### src/rtl/hyperbus_delay_cfg_pkg.sv
// Shared types and defaults for the hyperbus delay-line configuration sequencer.
package hyperbus_delay_cfg_pkg;

   localparam int unsigned DelayWidthDefault = 32'd4;

   typedef enum logic [2:0] {
      IDLE   = 3'd0,
      DRAIN  = 3'd1,
      UPDATE = 3'd2,
      SETTLE = 3'd3,
      UNGATE = 3'd4
   } delay_seq_state_e;

endpackage

### src/rtl/hyperbus_delay_settle_cnt.sv
// Loadable down-counter that times both the drain and the settle waits.
// It holds at zero until it is loaded again.
module hyperbus_delay_settle_cnt
   import hyperbus_delay_cfg_pkg::*;
#(
   parameter int unsigned CntWidth = 32'd3
) (
   input  logic                clk_i,
   input  logic                rst_ni,
   input  logic                load_i,
   input  logic [CntWidth-1:0] load_val_i,
   output logic                zero_o
);

   logic [CntWidth-1:0] cnt_q, cnt_d;

   // next count: load wins, otherwise count down and stop at zero
   always_comb begin
      cnt_d = cnt_q;
      if (load_i) begin
         cnt_d = load_val_i;
      end else if (cnt_q != '0) begin
         cnt_d = cnt_q - CntWidth'(1);
      end else begin
         cnt_d = cnt_q;
      end
   end

   // count register
   always_ff @(posedge clk_i or negedge rst_ni) begin
      if (!rst_ni) begin
         cnt_q <= '0;
      end else begin
         cnt_q <= cnt_d;
      end
   end

   assign zero_o = (cnt_q == '0);

endmodule

### src/rtl/hyperbus_delay_cfg_seq.sv
// Glitch-free delay-code sequencer for one hyperbus clock-delay line: gate, drain, update, settle, ungate.
// Optional build macro HYPERBUS_DELAY_RAMP_EN steps the code one LSB per update instead of jumping.
module hyperbus_delay_cfg_seq
   import hyperbus_delay_cfg_pkg::*;
#(
   parameter int unsigned DelayWidth   = DelayWidthDefault,
   parameter int unsigned SettleCycles = 32'd4,
   parameter int unsigned ResetDelay   = 32'd0
) (
   input  logic                  clk_i,
   input  logic                  rst_ni,
   input  logic                  phy_clk_en_i,
   input  logic                  req_valid_i,
   input  logic [DelayWidth-1:0] req_delay_i,
   output logic                  req_ready_o,
   output logic                  done_o,
   output logic                  busy_o,
   output logic [DelayWidth-1:0] delay_o,
   output logic                  enable_o
);

   localparam int unsigned CntWidth = $clog2(SettleCycles + 32'd1);
   localparam logic [CntWidth-1:0]   CntLoad   = CntWidth'(SettleCycles - 32'd1);
   localparam logic [DelayWidth-1:0] ResetCode = DelayWidth'(ResetDelay);

   delay_seq_state_e      state_q, state_d;
   logic [DelayWidth-1:0] delay_q, delay_d;
   logic [DelayWidth-1:0] target_q, target_d;
   logic                  gate_q, gate_d;
   logic                  done_q, done_d;
   logic                  cnt_load_s;
   logic                  cnt_zero_s;

   hyperbus_delay_settle_cnt #(
      .CntWidth (CntWidth)
   ) u_settle_cnt (
      .clk_i      (clk_i),
      .rst_ni     (rst_ni),
      .load_i     (cnt_load_s),
      .load_val_i (CntLoad),
      .zero_o     (cnt_zero_s)
   );

   // sequencing: delay_d may only differ from delay_q in UPDATE, where gate_q is always set
   always_comb begin
      state_d    = state_q;
      delay_d    = delay_q;
      target_d   = target_q;
      gate_d     = gate_q;
      done_d     = 1'b0;
      cnt_load_s = 1'b0;
      case (state_q)
         IDLE: begin
            if (req_valid_i) begin
               target_d = req_delay_i;
               if (req_delay_i == delay_q) begin
                  done_d = 1'b1;
               end else begin
                  gate_d     = 1'b1;
                  cnt_load_s = 1'b1;
                  state_d    = DRAIN;
               end
            end else begin
               state_d = IDLE;
            end
         end
         DRAIN: begin
            if (cnt_zero_s) begin
               state_d = UPDATE;
            end else begin
               state_d = DRAIN;
            end
         end
         UPDATE: begin
`ifdef HYPERBUS_DELAY_RAMP_EN
            if (target_q > delay_q) begin
               delay_d = delay_q + DelayWidth'(1);
            end else if (target_q < delay_q) begin
               delay_d = delay_q - DelayWidth'(1);
            end else begin
               delay_d = delay_q;
            end
`else
            delay_d = target_q;
`endif
            cnt_load_s = 1'b1;
            state_d    = SETTLE;
         end
         SETTLE: begin
            if (cnt_zero_s) begin
`ifdef HYPERBUS_DELAY_RAMP_EN
               if (delay_q != target_q) begin
                  state_d = UPDATE;
               end else begin
                  gate_d  = 1'b0;
                  state_d = UNGATE;
               end
`else
               gate_d  = 1'b0;
               state_d = UNGATE;
`endif
            end else begin
               state_d = SETTLE;
            end
         end
         UNGATE: begin
            done_d  = 1'b1;
            state_d = IDLE;
         end
         default: begin
            gate_d  = 1'b0;
            state_d = IDLE;
         end
      endcase
   end

   // state and datapath registers
   always_ff @(posedge clk_i or negedge rst_ni) begin
      if (!rst_ni) begin
         state_q  <= IDLE;
         delay_q  <= ResetCode;
         target_q <= ResetCode;
         gate_q   <= 1'b0;
         done_q   <= 1'b0;
      end else begin
         state_q  <= state_d;
         delay_q  <= delay_d;
         target_q <= target_d;
         gate_q   <= gate_d;
         done_q   <= done_d;
      end
   end

   assign req_ready_o = (state_q == IDLE);
   assign busy_o      = (state_q != IDLE);
   assign done_o      = done_q;
   assign delay_o     = delay_q;
   assign enable_o    = phy_clk_en_i & ~gate_q;

endmodule

### config.mk
export PLATFORM = sky130hd
export DESIGN_NAME = hyperbus_delay_cfg_seq
export DESIGN_NICKNAME = d
export VERILOG_FILES = /design/src/rtl/hyperbus_delay_cfg_pkg.sv /design/src/rtl/hyperbus_delay_settle_cnt.sv /design/src/rtl/hyperbus_delay_cfg_seq.sv
export SDC_FILE = /design/constraint.sdc
export NUM_CORES = 1
export LEC_CHECK = 0
export ABC_AREA = 1
export BUFFER_PORTS_ARGS = -buffer_cell sky130_fd_sc_hd__buf_2
export CORE_ASPECT_RATIO = 1.25
export CORE_MARGIN = 4
export CORE_UTILIZATION = 52
export DETAILED_ROUTE_END_ITERATION = 6
export HOLD_SLACK_MARGIN = 0.08
export PLACE_DENSITY_LB_ADDON = 0.25
export SYNTH_ARGS = -nofsm -noshare
export SYNTH_HDL_FRONTEND = slang
export SYNTH_SLANG_ARGS = --single-unit
### constraint.sdc
create_clock -name clk_i -period 1.57 [get_ports clk_i]
set_input_delay 0.314 -clock clk_i [delete_from_list [all_inputs] [get_ports clk_i]]
set_output_delay 0.314 -clock clk_i [all_outputs]
set_load 0.05 [all_outputs]
==> results.py <==
metrics = {
    "run_status": {
        "status": "finished, final reports clean",
    },
    "grt": {
        "grt.overflow.total": 0,
        "grt_pass1_wl_um": 2670,
        "grt.total_usage": 0.152,
        "antenna_found_initial": 0,
        "grt_max_degree": 17,
        "grt_pass1_vias": 710,
    },
    "worst_setup_path": {
        "cp.arrival_ps": 1220,
        "worst-path-max-fanout": 4,
        "path_class": "flop to output port",
        "critical_path.reg2reg.endpoint": "state_q[0]",
        "r2r_cells": 9,
        "cp-end-kind": "output port",
        "ff2ff_setup_slack_ps": 260,
        "crit_end": "req_ready_o",
        "required_ps": 1260,
        "start_kind": "flop",
        "crit_start": "state_q[2]",
        "r2r_start": "u_settle_cnt.cnt_q[0]",
    },
    "synthesis": {
        "async_flop_share": 1.00,
        "ys_ff_latch": 16,
        "ys_top_cells_by_area": "dfrtp_1 47%, nand2_1 11%, inv_1 6.5%",
        "synthCells": 104,
        "syn_nets": 114,
        "seq_area_frac_synth": 0.465,
        "synth_compound_area_frac": 0.113,
        "synth_top_area_frac": 0.465,
        "synth-adder-area-share": 0.0291,
        "synth_top_cell_by_area": "dfrtp_1",
        "ys_types": 20,
        "synth.area.mux_share": 0,
        "yosys.area_share.simple": 0.285,
        "yosys_warnings": 0,
        "synth_area_per_cell_sq_um": 8.28,
        "synth_ff_type": "dfrtp_1",
        "synth_top_family_by_area": "simple AND/OR/NAND/NOR gates",
        "synth_xor_area_frac": 0.0203,
        "synth.most_common_cell": "nand2_1",
        "syn_area_sq_um": 861,
        "synth_common_cells": "26 x nand2_1, 16 x dfrtp_1, 15 x inv_1",
        "synth_edf_count": 0,
    },
    "power_and_ir_drop": {
        "p_switching_mw": 1.06,
        "peakVddDrop_mv": 1.31,
        "switching_share": 0.487,
        "p_leak_nw": 0.553,
        "power_frac_clock": 0.122,
        "sequentialPowerShare": 0.335,
        "power.total_mw": 2.17,
        "intPower_mw": 1.11,
        "power_frac_comb": 0.543,
        "power_density_mw_per_mm2": 2120,
    },
    "placement": {
        "gp_congestion": 0.764,
        "hpwl_um": 1160,
        "placed_area_sq_um": 965,
        "io_buffer_count": 15,
        "place_worst_setup_slack_ps": 229,
    },
    "final_layout": {
        "final_area_sq_mm": 0.00102,
        "nets": 135,
        "drive_gt1_frac": 0.331,
        "diodes": 0,
        "syn_to_final_growth_pct": 18.6,
    },
    "timing": {
        "period_share": 0.974,
        "relSlewSlack": 0.762,
        "setup_ws_ps": 40.5,
        "hold_viol_final": 0,
        "finClkSkew_ps": 4.45,
        "final_max_slew_viol_count": 0,
        "grt_setup_unrepaired": "no",
        "setup_tns_ps": 0,
        "fmax_mhz": 654,
        "min_period_ps": 1530,
        "worstMarginPinSlew_ps": 357,
        "setup_viol": 0,
    },
    "cts": {
        "cts_buffers": 3,
        "clockBufferDepth": 2,
        "htreeDepth": 1,
        "cts_tree": "yes",
        "cts.sinks": 16,
        "clk_pin_slew_ps": 90,
        "post-cts-setup-buffers": 0,
        "root_buffer": "clkbuf_4",
        "insertion_delay_ps": 280,
    },
    "detailed_routing": {
        "wl_per_cell_um": 10.0,
        "postRouteAntennaNets": 0,
        "drt-initial-drc-count": 10,
        "via_per_inst": 4.98,
        "drt-total-wl_um": 1430,
        "drc_errors": 0,
        "vias": 707,
        "first_pass_iters": 4,
    },
    "floorplanning": {
        "die_area_sq_mm": 0.00237,
        "initial_utilization": 0.551,
        "row_count": 16,
        "fp.coreArea_sq_mm": 0.00156,
        "ioPinCount": 16,
        "die_h_um": 53.5,
        "die_w_um": 44.4,
    },
    "worst_hold_path": {
        "hp-class": "input pin to flop",
    },
    "job": {
        "cap_viol_max_count": 0,
    },
}
[cell usage in the layout, fill, tap and decap left out, types with 2 or more instances in the layout]
master | Yosys | final
a21oi_2 | 2 | 2
buf_2 | 0 | 14
clkbuf_4 | 0 | 3
dfrtp_1 | 16 | 14
dfrtp_2 | 0 | 2
ha_1 | 2 | 2
inv_1 | 15 | 14
inv_2 | 5 | 5
nand2_1 | 26 | 25
nand2_2 | 2 | 3
nand3_1 | 3 | 3
nand3_2 | 2 | 2
nor2_1 | 8 | 8
nor2_2 | 4 | 3
o21ai_0 | 6 | 6
o21ai_1 | 5 | 5
xor2_1 | 2 | 2
[metal layers]
layer | wire (um) | vias up | global-route usage
met2 | 733 | 14 | 0.282
li1 | - | 359 | -
met3 | 60 | 5 | 0.0204
met1 | 598 | 329 | 0.166
met5 | 0 | - | 0
met4 | 34 | 0 | 0.0754
[worst min-delay path by stage]
stage               cells after the start  slack (ps)           start               endpoint
global route                            3         310  req_delay_i[3]            target_q[3]
CTS                                     3         260  req_delay_i[3]            target_q[3]
global placement                        1         240          rst_ni  u_settle_cnt.cnt_q[2]
detailed placement                      1         250          rst_ni                 gate_q
floorplan                               0          20          rst_ni             delay_o[0]
finish                                  3         270  req_delay_i[3]            target_q[3]
[state kept, by name, indices dropped and copies added (netlist names)]
signal              count
delay_o                 4
target_q                4
gate_q                  1
state_q                 3
done_o                  1
u_settle_cnt.cnt_q      3
[critical path, stage by stage, from the launching register on]
cell	delay, ps
dfrtp_2	450
nor2_4	150
nand2_2	80
clkinvlp_4	70
buf_4	180
[stage by stage]
| step | hold WS [ps] | std cells | utilization |
|---|---|---|---|
| after floorplan | 18.4 | 104 | - |
| after global placement | 243 | 137 | 0.618 |
| after detailed placement | 247 | 137 | 0.618 |
| after CTS | 262 | 142 | 0.652 |
| after global routing | 310 | 142 | 0.654 |
| final | 268 | 142 | 0.654 |
[cells by family (layout without fill, tap and decap cells)]
kind of cell             after synthesis  count (layout)
adder cells (fa/ha/maj)                2               2
XOR/XNOR                               2               2
buffers and inverters                 20              40
AO/OA/AOI/OAI                         16              16
flip-flops                            16              16
AND/OR/NAND/NOR                       48              48
[layout make-up]
class	count	area (sq um)
Clock buffer	4	36.3
Fill cell	130	541
Inverter	20	78.8
Multi-Input combinational cell	68	393
Sequential cell	16	403
Tap cell	18	22.5
Timing Repair Buffer	16	87.6
[power by group through the flow]
stage	clock, mW	sequential, mW	combinational, mW
floorplan	0	0.868	0.805
global placement	0	0.715	1.16
detailed placement	0	0.723	1.18
CTS	0.270	0.723	1.20
global route	0.278	0.754	1.34
finish	0.265	0.726	1.18
[what timing repair did]
item,4_1_cts,5_1_grt
cloned,0,0
endpoints found under the setup margin,1,1
gates resized for setup,2,2
hold buffers,1,0
endpoints found under the hold margin,16,0
No activity file was read; power rests on OpenSTA's default activity.
